--- config.mk ---
export PLATFORM = sky130hd
export DESIGN_NAME = shift_rx
export DESIGN_NICKNAME = d
export VERILOG_FILES = /design/src/rtl/shift_rx_pkg.sv /design/src/rtl/shift_rx_core.sv /design/src/rtl/shift_rx.sv
export SDC_FILE = /design/constraint.sdc
export NUM_CORES = 1
export LEC_CHECK = 0
export BUFFER_PORTS_ARGS = -buffer_cell sky130_fd_sc_hd__buf_2
export CORE_MARGIN = 2
export CORE_UTILIZATION = 51
export CTS_CLUSTER_DIAMETER = 40
export DETAILED_ROUTE_END_ITERATION = 16
export GPL_ROUTABILITY_DRIVEN = 0
export PLACE_DENSITY = 0.77
export SLEW_MARGIN = 5
export SYNTH_ARGS = -nofsm -noshare
export SYNTH_HDL_FRONTEND = slang
export SYNTH_SLANG_ARGS = --single-unit
--- constraint.sdc ---
create_clock -name clk -period 1.74 [get_ports clk]
set_input_delay 0.435 -clock clk [delete_from_list [all_inputs] [get_ports clk]]
set_output_delay 0.435 -clock clk [all_outputs]
set_load 0.1 [all_outputs]
--- src/rtl/shift_rx_pkg.sv ---
// Shared types and constants for the shift_rx serial receiver.
// SHIFT_RX_PARITY_EN adds the PARITY state (even-parity bit after each word).
package shift_rx_pkg;

    localparam logic DIR_LSB_FIRST = 1'b0;
    localparam logic DIR_MSB_FIRST = 1'b1;

`ifdef SHIFT_RX_PARITY_EN
    typedef enum logic [1:0] {
        IDLE   = 2'd0,
        SHIFT  = 2'd1,
        PARITY = 2'd2
    } state_t;
`else
    typedef enum logic {
        IDLE  = 1'b0,
        SHIFT = 1'b1
    } state_t;
`endif

endpackage

--- src/rtl/shift_rx_core.sv ---
// Bidirectional shift register with bit counter; word_c is the register's
// value after the current cycle's shift, so a completing word can be taken directly.
module shift_rx_core
    import shift_rx_pkg::*;
#(
    parameter int unsigned N_WIDTH = 4,
    localparam int unsigned CNT_W  = $clog2(N_WIDTH + 1)
) (
    input  logic               clk,
    input  logic               clear_n,
    input  logic               start,
    input  logic               step,
    input  logic               dir,
    input  logic               bit_in,
    output logic [N_WIDTH-1:0] word_c,
    output logic [CNT_W-1:0]   count
);

    logic [N_WIDTH-1:0] sreg;
    logic [N_WIDTH-1:0] first_c;
    logic [N_WIDTH-1:0] next_c;
    logic               dir_q;

    // A restart clears any partial word so only the new first bit remains.
    always_comb begin
        first_c = (dir == DIR_MSB_FIRST) ? {(N_WIDTH-1)'(0), bit_in}
                                         : {bit_in, (N_WIDTH-1)'(0)};
        next_c  = (dir_q == DIR_MSB_FIRST) ? {sreg[N_WIDTH-2:0], bit_in}
                                           : {bit_in, sreg[N_WIDTH-1:1]};
        word_c  = step ? next_c : sreg;
    end

    always_ff @(posedge clk or negedge clear_n) begin
        if (!clear_n) begin
            sreg  <= '0;
            count <= '0;
            dir_q <= DIR_LSB_FIRST;
        end else if (start) begin
            sreg  <= first_c;
            count <= CNT_W'(1);
            dir_q <= dir;
        end else if (step) begin
            sreg  <= next_c;
            count <= count + CNT_W'(1);
        end
    end

endmodule

--- src/rtl/shift_rx.sv ---
// Framed serial-to-parallel receiver with a one-word output buffer and flags.
// Optional even-parity check is enabled by defining SHIFT_RX_PARITY_EN.
module shift_rx
    import shift_rx_pkg::*;
#(
    parameter int unsigned N_WIDTH = 4
) (
    input  logic               clk,
    input  logic               clear_n,
    input  logic               ser_in,
    input  logic               ser_en,
    input  logic               sof,
    input  logic               dir,
    output logic [N_WIDTH-1:0] data_out,
    output logic               data_valid,
    input  logic               data_ready,
    output logic               busy,
    output logic               overrun,
    output logic               parity_err
);

    localparam int unsigned CNT_W = $clog2(N_WIDTH + 1);

    state_t             state_q;
    state_t             state_d;
    logic               start_c;
    logic               step_c;
    logic               complete_c;
    logic               last_bit_c;
    logic [N_WIDTH-1:0] word_c;
    logic [CNT_W-1:0]   count;
`ifdef SHIFT_RX_PARITY_EN
    logic               perr_c;
`endif

    shift_rx_core #(.N_WIDTH(N_WIDTH)) u_core (
        .clk     (clk),
        .clear_n (clear_n),
        .start   (start_c),
        .step    (step_c),
        .dir     (dir),
        .bit_in  (ser_in),
        .word_c  (word_c),
        .count   (count)
    );

    assign last_bit_c = (count == CNT_W'(N_WIDTH - 1));

    always_ff @(posedge clk or negedge clear_n) begin
        if (!clear_n) state_q <= IDLE;
        else          state_q <= state_d;
    end

    // Next state and datapath strobes; sof always restarts a frame.
    always_comb begin
        state_d    = state_q;
        start_c    = 1'b0;
        step_c     = 1'b0;
        complete_c = 1'b0;
`ifdef SHIFT_RX_PARITY_EN
        perr_c     = 1'b0;
`endif
        case (state_q)
            IDLE: begin
                if (ser_en && sof) begin
                    start_c = 1'b1;
                    state_d = SHIFT;
                end
            end
            SHIFT: begin
                if (ser_en && sof) begin
                    start_c = 1'b1;
                end else if (ser_en) begin
                    step_c = 1'b1;
                    if (last_bit_c) begin
`ifdef SHIFT_RX_PARITY_EN
                        state_d = PARITY;
`else
                        state_d    = IDLE;
                        complete_c = 1'b1;
`endif
                    end
                end
            end
`ifdef SHIFT_RX_PARITY_EN
            PARITY: begin
                if (ser_en && sof) begin
                    start_c = 1'b1;
                    state_d = SHIFT;
                end else if (ser_en) begin
                    state_d = IDLE;
                    if ((^word_c) == ser_in) complete_c = 1'b1;
                    else                     perr_c     = 1'b1;
                end
            end
`endif
            default: state_d = IDLE;
        endcase
    end

    // Output buffer: a completion is dropped only if the old word is still held.
    always_ff @(posedge clk or negedge clear_n) begin
        if (!clear_n) begin
            data_out   <= '0;
            data_valid <= 1'b0;
            overrun    <= 1'b0;
            busy       <= 1'b0;
        end else begin
            busy <= (state_d != IDLE);
            if (complete_c) begin
                if (!data_valid || data_ready) begin
                    data_out   <= word_c;
                    data_valid <= 1'b1;
                end else begin
                    overrun <= 1'b1;
                end
            end else if (data_valid && data_ready) begin
                data_valid <= 1'b0;
            end
        end
    end

`ifdef SHIFT_RX_PARITY_EN
    always_ff @(posedge clk or negedge clear_n) begin
        if (!clear_n) parity_err <= 1'b0;
        else          parity_err <= perr_c;
    end
`else
    assign parity_err = 1'b0;
`endif

endmodule
* Word level (Yosys, flattened, before mapping)
Cells that the tools add are included.
** Word-level totals
- Register bits :: 15
- Bits of input ports :: 7
- Output and inout bits :: 8
- Logic and storage cells :: 42
** Cells by class
- Add/sub/neg operators :: 1
- Equal/unequal tests :: 2
- Multiplexer cells :: 21
- Bitwise gates (word level) :: 2
- Reduce and logical (&&, ||, !) cells :: 9
** Operators with widths (number)
- 2-to-1 mux 4 bit :: 4
- 2-to-1 mux 1 bit :: 14
- 2-to-1 mux 3 bit :: 2
- AND reduction 2 bit :: 3
- nonzero test 2 bit :: 2
- adder 3 x 1 -> 3 bit (second input constant) :: 1
- equality test 3 x 2 -> 1 bit (second input constant) :: 1
- logical AND 1 bit :: 2
- inequality test 2 x 1 -> 1 bit (second input constant) :: 1
- inverter 1 bit :: 2
- case mux 1 bit (2 select lines) :: 1
- zero test 1 bit :: 1
- logical OR 1 bit :: 1

* Longest topological paths before layout
- Depth after elaboration :: 7
- Mapped depth :: 5
- Depth with buffers taken out :: 5

* Hierarchy
A second synthesis with hierarchy kept.
** Unflattened totals
- Cells, all modules :: 62
- Area, all modules :: 728.2 sq um
** Modules (own cells, without submodules)
- shift_rx_core :: times used 1, cells an instance 38, area each 416.6 sq um, sequential area each 200.2 sq um
- shift_rx :: times used 1, cells an instance 24, area each 311.5 sq um, sequential area each 175.2 sq um

* Worst setup path before layout
OpenSTA, ideal clock, no wires.
- Kind :: register to register
- Start :: register busy (netlist name)
- End :: register data_out[1]
- Library setup time :: 0.125 ns
- Data arrival time :: 1.833 ns
- Data required time :: 1.615 ns
- Slack :: -0.219 ns
- Cell stages (with the launch flop) :: 5
- Buffers on the path :: 1
- Period minus slack after synthesis :: 1.959 ns
- Path through :: dfrtp_1 > buf_2 > and3b_2 > nand3_4 > mux2_4
** RTL lines
- end signal, assigned :: line shift_rx.sv:112 : data_out <= word_c;
- end, declared :: line shift_rx.sv:14 : output logic [N_WIDTH-1:0] data_out,

* Final worst setup path
- Start :: register busy
- End :: output busy
** RTL lines
- start, declared :: line shift_rx.sv:17 : output logic busy,
- start signal, assigned :: line shift_rx.sv:109 : busy <= (state_d != IDLE);
No word-level cell between the ends.

==> qor.txt <==
Clock sink count = 15
TritonCTS buffer count = 3
Total core area = 1330 um2
CP cell instances = buf_2
Final setup TNS = 0 ns
Max_cap viols = 0
Distinct cells, synth = 28
Port Buffers = 13
Vias in the first global route = 506
Global Route Usage Sum = 0.168
EDFF count, synth = 0
Power density cells = 1940 nW/um2
WP data required = 1.30 ns
Critical path launch point type = register
Pre-antenna DRT Iters = 4
Syn_area_per_cell = 10.9 um2
Hold slack = 0.0324 ns
P_leak = 0.000441 uW
DRC violations left = 0
RSZ-0062 raised after global routing = no
Clock skew = 0.00584 ns
Drt wl/cell = 13.4 um
Fin crit period = 1.63 ns
Most common flop cell mapped by yosys = dfrtp_1
CTS tree = yes
Most common cell in the netlist = dfrtp_1
Initial DRC count = 6
Share of cells above drive strength 1 = 0.333
IO Pins = 15
Vias = 523
Slew Limit Fails = 0
Synthesized area = 753 um2
Syn nets = 78
Worst-skew pair later-pin latency = 0.28 ns
Worst Setup SP = busy
Die width = 42.4 um
Outcome = finished, final reports clean
Placement Setup Slack = 0.310 ns
Diodes inserted = 0
Synth area leader = dfrtp_1
WP data arrival = 1.19 ns
Antenna violation net count after detailed routing = 0
Final Hold Fails = 0
Final total power = 1620 uW
Crit path max-delay family = flip-flops
Largest cells by area after synthesis = dfrtp_1 50%, mux2i_1 5.3%, nand2_1 5.0%, mux2_2 4.5%, mux2_4 4.0%
Delay of the slowest critical-path stage = 0.46 ns
Worst min-delay path category = input pin to asynchronous set/reset pin
Postcts setup bufs = 0
Launching point of the worst reg2reg path = u_core.count[0]
Antenna violations before repair = 0
Std cell rows = 13
Worst R2R Setup Slack = 0.37 ns
Setup CP Type = register to primary output
Slowest-stage cell, CP = dfrtp_2
Fmax = 0.614 GHz
Critical path fanouts, max = 10
Max Root-Sink Buffers = 2
Maximum VDD drop = 1.25 mV
Register area share after synthesis = 0.498
Root Driver = clkbuf_4
Post-CTS Hold Buffers = 0
Clock-pin slew on the worst setup and hold paths = 0.09 ns
DRT Wirelength = 1.29 mm
Flop and latch count out of synthesis = 15
First-pass GRT wire length = 2.27 mm
Async SR Flop Fraction = 1.00
Post-synth top cells = 15 x dfrtp_1, 10 x nand2_1, 6 x inv_1
Gate Count Post-Synth = 69
CP Buf/Inv Count = 1
HPWL Detailed = 1.02 mm
Die height = 42.4 um
Synthesis-to-layout area growth = 10.6%
Setup violators final = 0
Critical Path End Type = primary output
Via/cell ratio = 5.45
H-tree depth = 1
Synth top area share = 0.498
YS warnings = 0
Full die area = 1800 um2
Setup ws final = 0.113 ns
Largest net degree at the start of global routing = 16
CTS resizes = 0
Initial core utilization = 0.565
Grt total ovfl = 0
Tcrit/Tclk final = 0.935
Final nets = 91
logic make-up after synthesis:
logic type      after synthesis  share of synthesized area
compound gates               13                      0.121
fa+ha+maj                     2                     0.0332
buf+inv                      11                     0.0747
flops                        15                      0.498
mux                           9                      0.138
other cells                   1                    0.00498
simple gates                 18                      0.130
worst paths after layout:
kind | cells after the start | to
max | 1 | busy
min | 1 | data_out[2]
max reg2reg | 4 | data_out[2]
min reg2reg | 1 | overrun
max in group asynchronous | 1 | busy
min in group clk | 2 | u_core.sreg[3]
metrics by stage:
step           std cells   util  cell area, um2
4_1_cts               96  0.625             833
3_5_place_dp          92  0.604             806
2_1_floorplan         69      -             756
3_3_place_gp          92  0.604             806
6_report              96  0.625             833
5_1_grt               96  0.625             833
sequential cells by signal, summed over array words and instances (netlist names):
name	flops
busy	1
data_out	4
data_valid	1
overrun	1
u_core.count	3
u_core.dir_q	1
u_core.sreg	4
cells in the final DEF (no fill, tap or decap), types with 2 or more instances in the layout:
| master | synthesis | layout |
|---|---|---|
| mux2_2 | 3 | 3 |
| o221ai_1 | 2 | 2 |
| o21ai_0 | 4 | 4 |
| nand3_1 | 2 | 2 |
| nand2_1 | 10 | 10 |
| clkbuf_4 | 0 | 3 |
| inv_1 | 6 | 6 |
| dfrtp_1 | 15 | 13 |
| ha_1 | 2 | 2 |
| mux2_4 | 2 | 2 |
| buf_2 | 2 | 13 |
| mux2i_1 | 4 | 4 |
| dfrtp_2 | 0 | 2 |
routing by layer:
metal	global-route usage	vias up	wire length, um
li1	-	264	-
met3	0.0302	2	40
met1	0.243	250	656
met2	0.234	7	578
met4	0.0938	0	11
met5	0	-	0
cell type report:
class | instances | area, um2
fillers | 112 | 500
multi-input cells | 43 | 322
inverters | 6 | 22.5
repair buffers | 13 | 65.1
well taps | 15 | 18.8
flip-flops and latches | 15 | 378
clock inverters | 1 | 5.00
clock buffers | 3 | 22.5
power breakdown:
part	switching (uW)	internal [uW]
sequential	95.3	466
combinational	648	211
clock	112	85.2
total	855	762
No activity file was read; power rests on OpenSTA's default activity.
